## src/rtl/muldiv_unit.sv

```systemverilog
// Iterative RV32M multiply/divide unit: one bit per cycle shift-add multiply and
// restoring divide on operand magnitudes. Divide corner cases complete in one cycle.
module muldiv_unit #(
   parameter int DATA_WIDTH    = 32,
   parameter int OPCODE_LENGTH = 3
) (
   input  logic                     clk,
   input  logic                     reset,
   input  logic                     start,
   input  logic                     kill,
   input  logic [OPCODE_LENGTH-1:0] Operation,
   input  logic [DATA_WIDTH-1:0]    SrcA,
   input  logic [DATA_WIDTH-1:0]    SrcB,
   output logic                     busy,
   output logic                     done,
   output logic [DATA_WIDTH-1:0]    Result
);

   localparam int N  = DATA_WIDTH;
   localparam int CW = $clog2(N + 1);

   localparam logic [2:0] OP_MUL    = 3'b000;
   localparam logic [2:0] OP_MULH   = 3'b001;
   localparam logic [2:0] OP_MULHSU = 3'b010;
   localparam logic [2:0] OP_MULHU  = 3'b011;
   localparam logic [2:0] OP_DIV    = 3'b100;
   localparam logic [2:0] OP_DIVU   = 3'b101;
   localparam logic [2:0] OP_REM    = 3'b110;

   localparam logic [N-1:0] MIN_NEG = {1'b1, {(N-1){1'b0}}};

   typedef enum logic [1:0] {IDLE, CALC, FIN} state_t;

   state_t         state_reg, state_next;
   logic [2:0]     op_reg, op_next;
   logic           neg_res_reg, neg_res_next;
   logic           neg_rem_reg, neg_rem_next;
   logic [N-1:0]   mcand_reg, mcand_next;
   logic [N-1:0]   acc_reg, acc_next;
   logic [N-1:0]   lo_reg, lo_next;
   logic [CW-1:0]  cnt_reg, cnt_next;
   logic [N-1:0]   result_reg, result_next;

   // Launch-time decode of the incoming operands
   logic [2:0]     op_in;
   logic           sign_a, sign_b;
   logic           div_zero, div_ovf;
   logic [N-1:0]   mag_a, mag_b, fast_result;

   always_comb begin
      op_in    = Operation[2:0];
      sign_a   = SrcA[N-1] & ((op_in == OP_MULH) || (op_in == OP_MULHSU) ||
                              (op_in == OP_DIV)  || (op_in == OP_REM));
      sign_b   = SrcB[N-1] & ((op_in == OP_MULH) || (op_in == OP_DIV) ||
                              (op_in == OP_REM));
      mag_a    = sign_a ? -SrcA : SrcA;
      mag_b    = sign_b ? -SrcB : SrcB;
      div_zero = op_in[2] && (SrcB == '0);
      div_ovf  = ((op_in == OP_DIV) || (op_in == OP_REM)) &&
                 (SrcA == MIN_NEG) && (SrcB == '1);
      // op_in[1] separates remainder ops from quotient ops
      if (div_zero) begin
         fast_result = op_in[1] ? SrcA : '1;
      end else begin
         fast_result = op_in[1] ? '0 : SrcA;
      end
   end

   // One iteration of the datapath plus the sign fix-up applied on the final step
   logic [N:0]     mul_sum;
   logic [N:0]     div_shift;
   logic           div_ge;
   logic [N-1:0]   div_sub;
   logic [N-1:0]   step_acc, step_lo;
   logic [2*N-1:0] prod_mag, prod_fix;
   logic [N-1:0]   quo_fix, rem_fix, calc_result;

   always_comb begin
      mul_sum   = {1'b0, acc_reg} + (lo_reg[0] ? {1'b0, mcand_reg} : '0);
      div_shift = {acc_reg, lo_reg[N-1]};
      div_ge    = (div_shift >= {1'b0, mcand_reg});
      div_sub   = div_shift[N-1:0] - mcand_reg;
      if (op_reg[2]) begin
         step_acc = div_ge ? div_sub : div_shift[N-1:0];
         step_lo  = {lo_reg[N-2:0], div_ge};
      end else begin
         step_acc = mul_sum[N:1];
         step_lo  = {mul_sum[0], lo_reg[N-1:1]};
      end
      prod_mag = {step_acc, step_lo};
      prod_fix = neg_res_reg ? -prod_mag : prod_mag;
      quo_fix  = neg_res_reg ? -step_lo : step_lo;
      rem_fix  = neg_rem_reg ? -step_acc : step_acc;
      case (op_reg)
         OP_MUL:                       calc_result = prod_fix[N-1:0];
         OP_MULH, OP_MULHSU, OP_MULHU: calc_result = prod_fix[2*N-1:N];
         OP_DIV, OP_DIVU:              calc_result = quo_fix;
         default:                      calc_result = rem_fix;
      endcase
   end

   always_comb begin
      state_next   = state_reg;
      op_next      = op_reg;
      neg_res_next = neg_res_reg;
      neg_rem_next = neg_rem_reg;
      mcand_next   = mcand_reg;
      acc_next     = acc_reg;
      lo_next      = lo_reg;
      cnt_next     = cnt_reg;
      result_next  = result_reg;
      case (state_reg)
         IDLE: begin
            if (start) begin
               // Multiplication commutes, so both op classes share one layout:
               // lo holds A (multiplier / dividend), mcand holds B.
               op_next      = op_in;
               neg_res_next = sign_a ^ sign_b;
               neg_rem_next = sign_a;
               mcand_next   = mag_b;
               lo_next      = mag_a;
               acc_next     = '0;
               if (div_zero || div_ovf) begin
                  result_next = fast_result;
                  cnt_next    = '0;
                  state_next  = FIN;
               end else begin
                  cnt_next    = CW'(N);
                  state_next  = CALC;
               end
            end
         end
         CALC: begin
            acc_next = step_acc;
            lo_next  = step_lo;
            cnt_next = cnt_reg - CW'(1);
            if (cnt_reg == CW'(1)) begin
               result_next = calc_result;
               state_next  = FIN;
            end
         end
         FIN: begin
            state_next = IDLE;
         end
         default: begin
            state_next = IDLE;
         end
      endcase
      if (kill) begin
         state_next  = IDLE;
         result_next = result_reg;
      end
   end

   always_ff @(posedge clk) begin
      if (reset) begin
         state_reg   <= IDLE;
         op_reg      <= '0;
         neg_res_reg <= 1'b0;
         neg_rem_reg <= 1'b0;
         mcand_reg   <= '0;
         acc_reg     <= '0;
         lo_reg      <= '0;
         cnt_reg     <= '0;
         result_reg  <= '0;
      end else begin
         state_reg   <= state_next;
         op_reg      <= op_next;
         neg_res_reg <= neg_res_next;
         neg_rem_reg <= neg_rem_next;
         mcand_reg   <= mcand_next;
         acc_reg     <= acc_next;
         lo_reg      <= lo_next;
         cnt_reg     <= cnt_next;
         result_reg  <= result_next;
      end
   end

   assign busy   = (state_reg != IDLE);
   assign done   = (state_reg == FIN);
   assign Result = result_reg;

endmodule

```

## config.mk

```make
export PLATFORM = sky130hd
export DESIGN_NAME = muldiv_unit
export DESIGN_NICKNAME = d
export VERILOG_FILES = /design/src/rtl/muldiv_unit.sv
export SDC_FILE = /design/constraint.sdc
export NUM_CORES = 1
export LEC_CHECK = 0
export ABC_CLOCK_PERIOD_IN_PS = 6700
export CAP_MARGIN = 20
export CELL_PAD_IN_SITES_DETAIL_PLACEMENT = 0
export CELL_PAD_IN_SITES_GLOBAL_PLACEMENT = 1
export CORE_MARGIN = 3
export CORE_UTILIZATION = 45
export CTS_CLUSTER_SIZE = 14
export DETAILED_ROUTE_END_ITERATION = 8
export GPL_TIMING_DRIVEN = 0
export PLACE_DENSITY_LB_ADDON = 0.1
export SYNTH_ARGS = -nofsm -noshare
export SYNTH_HDL_FRONTEND = slang
export SYNTH_SLANG_ARGS = --single-unit
export TNS_END_PERCENT = 10
```

## constraint.sdc

```tcl
create_clock -name clk -period 6.7 [get_ports clk]
set_input_delay 2.01 -clock clk [delete_from_list [all_inputs] [get_ports clk]]
set_output_delay 2.01 -clock clk [all_outputs]
set_load 0.01 [all_outputs]
```

Yosys cells after proc, flatten, opt, wreduce, memory -nomap -nowiden
Index checks and enable logic that the tools add are counted.
W data, S select, Z words.

operators by class
  $add $sub $neg = 8
  $lt $le $gt $ge = 1
  equality and inequality tests = 17
  mux-type cells = 28
  bitwise gates (word level) = 4
  reductions and logical operators = 22

operator list
  kind                    count
  $mux W32                16
  $pmux W32 S2            3
  $neg A32 Y32            4
  $pmux W32 S3            1
  $eq A32 B32 Y1 const B  2
  $mux W64                1
  $neg A64 Y64            1
  $add A32 B32 Y33        1
  $ge A33 B32 Y1          1
  $logic_not A32 Y1       1
  $sub A32 B32 Y32        1
  $eq A3 B3 Y1 const B    4
  $mux W6                 2
  $pmux W6 S2             1
  $eq A3 B2 Y1 const B    3
  $logic_or A1 B1 Y1      7
  $eq A3 B1 Y1 const B    2
  $eq A6 B1 Y1 const B    1
  $mux W2                 3
  $ne A2 B2 Y1 const B    3
  $reduce_and A2 Y1       3
  $sub A6 B1 Y6 const B   1
  $reduce_and A5 Y1       1
  $pmux W2 S2             1
  other kinds (11)        16

word-level totals
  bits in registers = 141
  input port bits = 71
  output and inout bits = 34
  word-level logic and storage cells = 89

Longest topological paths before layout
  word-level depth = 8
  depth in mapped cells = 27

Worst setup path before layout
No wires, ideal clock.

  path kind = reg2reg
  from = register mcand_reg[6]
  to = register result_reg[24] (netlist: Result[24])
  arrival time = 5.872 ns
  path slack = 0.743 ns
  cell stages (with the launch flop) = 26
  path through = dfxtp_1 -> inv_1 -> ha_1 -> buf_6 -> a21o_1 -> a21oi_2 -> o22ai_2 -> o311ai_2 -> nand2_2 -> buf_2 -> buf_1 -> nor2_1 -> or2_2 -> ha_1 -> o21ai_0 -> or3_1 -> clkbuf_1 -> or4_1 -> or2_2 -> nor3_1 -> nand2_1 -> or4b_1 -> or3_1 -> nand3_1 -> o211ai_1 -> a211oi_1

between the ends
  longest elaborated chain between the ends = 8

ends and longest elaborated chain
  what                                          line    text
  start: declaration                            38      logic [N-1:0] mcand_reg, mcand_next;
  start signal: assignment                      171     mcand_reg <= mcand_next;
  $mux W32 (tied with other cells)              79      mul_sum = {1'b0, acc_reg} + (lo_reg[0] ? {1'b0, mcand_reg} : '0);
  $add A32 B32 Y33 or $mux W32 (tied branches)  79, 84
  $mux W32                                      83      if (op_reg[2]) begin
  $neg A64 Y64 or $neg A32 Y32 (tied branches)  91, 93
  $mux W64 or $mux W32 (tied branches)          91, 93
  $pmux W32 S3 *                                94      case (op_reg)
  $mux W32 *                                    137     if (cnt_reg == CW'(1)) begin
  $pmux W32 S2 *                                112     case (state_reg)
  end signal: assignment                        175     result_reg <= result_next;
  end: declaration                              42      logic [N-1:0] result_reg, result_next;

Every way passes the cells marked *; elsewhere a longest branch is shown, timed or not. The select of a mux whose other input is x is not followed.
A chain may end at the register's enable or synchronous reset.

Worst setup path after layout
  from = register op_reg[2]
  to = register result_reg[22] (netlist: Result[22])

between the ends
  longest elaborated chain between the ends = 6

ends and longest elaborated chain
  what                                  line  text
  start: declaration                    35    logic [2:0] op_reg, op_next;
  start signal: assignment              168   op_reg <= op_next;
  $mux W32                              83
  $neg A64 Y64 (tied with other cells)  91    prod_fix = neg_res_reg ? -prod_mag : prod_mag;
  $mux W64 (tied with other cells)      91
  $pmux W32 S3 *                        94
  $mux W32 *                            137
  $pmux W32 S2 *                        112

Marked as above.

==> results_dict.tcl <==
set metrics [dict create \
    status "completed" \
    synthTopCellsByArea "dfxtp_1 (18%), a21oi_1 (6.6%), nor2_1 (6.4%), ha_1 (5.7%), nand2_1 (5.5%)" \
    ant_nets 0 \
    rsz0062_at_grt "false" \
    cts_tree "yes" \
    synth_most_common_cell "nor2_1" \
    final_core_util 0.5301 \
    hold_viol 0 \
    maxSlewHeadroom 0.2372 \
    r2r_slack_ps 70 \
    crit_top_cell "buf_4" \
    hpwl_mm 60.26 \
    dr_total_vias 19030 \
    grt-ovfl-total 0 \
    fmax_mhz 150.9 \
    wl_per_cell_microns 26.95 \
    power_leakage_uw 0.006554 \
    cpPeakStageDelay_ps 540 \
    drive_above_1_share 0.06480 \
    synth-seq-cells 141 \
    grt_pass1_vias 17310 \
    finalCritPeriodShare 0.9889 \
    yosys.area.top_type "dfxtp_1" \
    holdBufCountCts 0 \
    core_sq_mm 0.03370 \
    crit_path_start_kind "flop" \
    yosysUniqueCellTypes 96 \
    synth_commonest_cells "nor2_1 (264), nand2_1 (226), a21oi_1 (203), dfxtp_1 (141), o21ai_0 (140)" \
    crit_buf_inv 11 \
    yosysSeqAreaShare 0.1824 \
    die_area_sq_mm 0.03665 \
    clockBufferDepth 2 \
    place_congestion 1.041 \
    syn_inst 2223 \
    period_minus_slack_ps 6626 \
    vias_per_cell 6.774 \
    cap_violations 0 \
    worstPathCellList "buf_2 > clkbuf_4 > buf_4 > buf_4 > buf_4 > buf_2 > buf_4 > buf_2 > clkbuf_4 > nor2_1 > a21oi_4 > ha_2 > nand2_1 > or4_1 > o311a_1 > or4_1 > nor4_4 > buf_4 > buf_4 > nand3_1 > o21ai_0 > xor2_1 > o31a_1 > a211oi_1" \
    vdd_ir_drop_max_uv 186.6 \
    cts_root_buf "clkbuf_16" \
    maxSlewViolCount 0 \
    die_h_microns 191.4 \
    cp_max_fo 10 \
    die_x_microns 191.4 \
    htreeDepth 4 \
    path_clk_slew_ps 70 \
    num_rows 67 \
    pre_cts_ws_ps -1334 \
    track_usage 0.4026 \
    synth_nets 2367 \
    final-setup-viol-count 0 \
    numCtsBuffers 17 \
    dp.cells 2774 \
    detail_route.wirelength_mm 75.69 \
    path_delay_family "buffers and inverters" \
    portBuffers 102 \
    hold_path_class "reg -> reg" \
    clock-sinks 141 \
    crit_required_ps 7050 \
    worstPathArrival_ps 6970 \
    cp_slowest_cell "or4_1" \
    path_class "reg -> reg" \
    yosysTopAreaCellShare 0.1824 \
    fin_nets 2492 \
    skew_ps 8.252 \
    antenna_cells 0 \
    final.setup.worst_slack_ps 74.38 \
    top_level_ports 105 \
    critPathCaptureType "flop" \
    synth_area_per_cell_sq_um 6.961 \
    power_density_mw_per_mm2 175.2 \
    drc 0 \
    dr.pass1.iters 6 \
    initial_core_util 0.4592 \
    yosysWarnings 0 \
    worst_slew_pin_slew_ps 1144 \
    synthArstFlopShare 0 \
    final_cells 2809 \
    synth-edff-count 0 \
    syn_area_sq_mm 0.01547 \
    grt_max_degree 20 \
    dr.first_iter.drc_count 2695 \
    area_growth_pct 15.46 \
    insertion_delay_ps 450 \
    antenna_found_initial 1 \
    synth_ff_type "dfxtp_1" \
    grt_first_pass_wirelength_mm 110.7 \
]
## tightest hold or removal path: stages (launching register included)
cell,delay [ps]
dfxtp_1,310
nand2_1,50
nand2_1,40
## layer usage
layer  vias to the layer above  wire, microns  track usage
met1                      9043          31710       0.5593
met3                       216          10120       0.1236
li1                       8482              -            -
met2                      1284          30920       0.5849
met5                         -             17            0
met4                         2           2920       0.1437
## logic make-up (layout without fill, tap and decap cells)
| family | count (synthesis) | in the layout | share of synthesized area |
|---|---|---|---|
| simple gates | 840 | 840 | 0.2582 |
| compound gates | 751 | 751 | 0.3255 |
| buf+inv | 219 | 357 | 0.05612 |
| xor+xnor | 146 | 146 | 0.08264 |
| flops | 141 | 141 | 0.1824 |
| fa+ha+maj | 73 | 73 | 0.06000 |
| mux | 53 | 53 | 0.03509 |
## report_power, final
| part | internal, uW | switching (uW) |
|---|---|---|
| sequential | 878 | 63.3 |
| clock | 564 | 473 |
| combinational | 380 | 772 |
| total | 1820 | 1310 |
## through the flow
stage	power (uW)	TNS [ps]	area [sq um]	hold slack (ps)
final	3130	0	17870	448.2
after CTS	3048	0	17750	445.6
after detailed placement	2025	-21290	17060	434.9
after global routing	3213	0	17870	474.1
after floorplan	1617	0	15470	449.0
after global placement	2021	-21620	17060	426.6
## layout make-up
type	instances	area, sq um
well taps	448	560.5
fillers	3443	15830
clock inverters	15	175.2
plain buffers	146	629.4
clock buffers	17	425.4
flip-flops and latches	141	2831
repair buffers	110	1079
multi-input cells	1863	11910
inverters	69	259.0
## timing repair
action                                 4_1_cts  5_1_grt
gates resized for setup                     18       33
setup endpoints to repair                   20       26
pin swaps                                    3        5
setup buffers                                4        3
endpoints found under the hold margin        0        0
## final timing paths
check / startpoint / endpoint / cells after the start
setup / recovery: op_reg[2]$_SDFFE_PP0P_ / Result[22]$_SDFFE_PP0P_ / 24
hold / removal: Result[6]$_SDFFE_PP0P_ / Result[6]$_SDFFE_PP0P_ / 2
setup reg to reg: op_reg[2]$_SDFFE_PP0P_ / Result[22]$_SDFFE_PP0P_ / 24
hold reg to reg: Result[6]$_SDFFE_PP0P_ / Result[6]$_SDFFE_PP0P_ / 2
## cell usage in the layout (no fill, tap or decap), types with 68 or more instances in the layout
cell type        Yosys  routed
a21oi_1            203     200
xnor2_1             73      73
clkdlybuf4s50_1      0     102
nor2_1             264     263
clkbuf_1           107     101
xor2_1              73      73
dfxtp_1            141     134
inv_1               68      68
ha_1                71      68
o21ai_0            140     139
nand2_1            226     226
No activity file was read; power rests on OpenSTA's default activity.
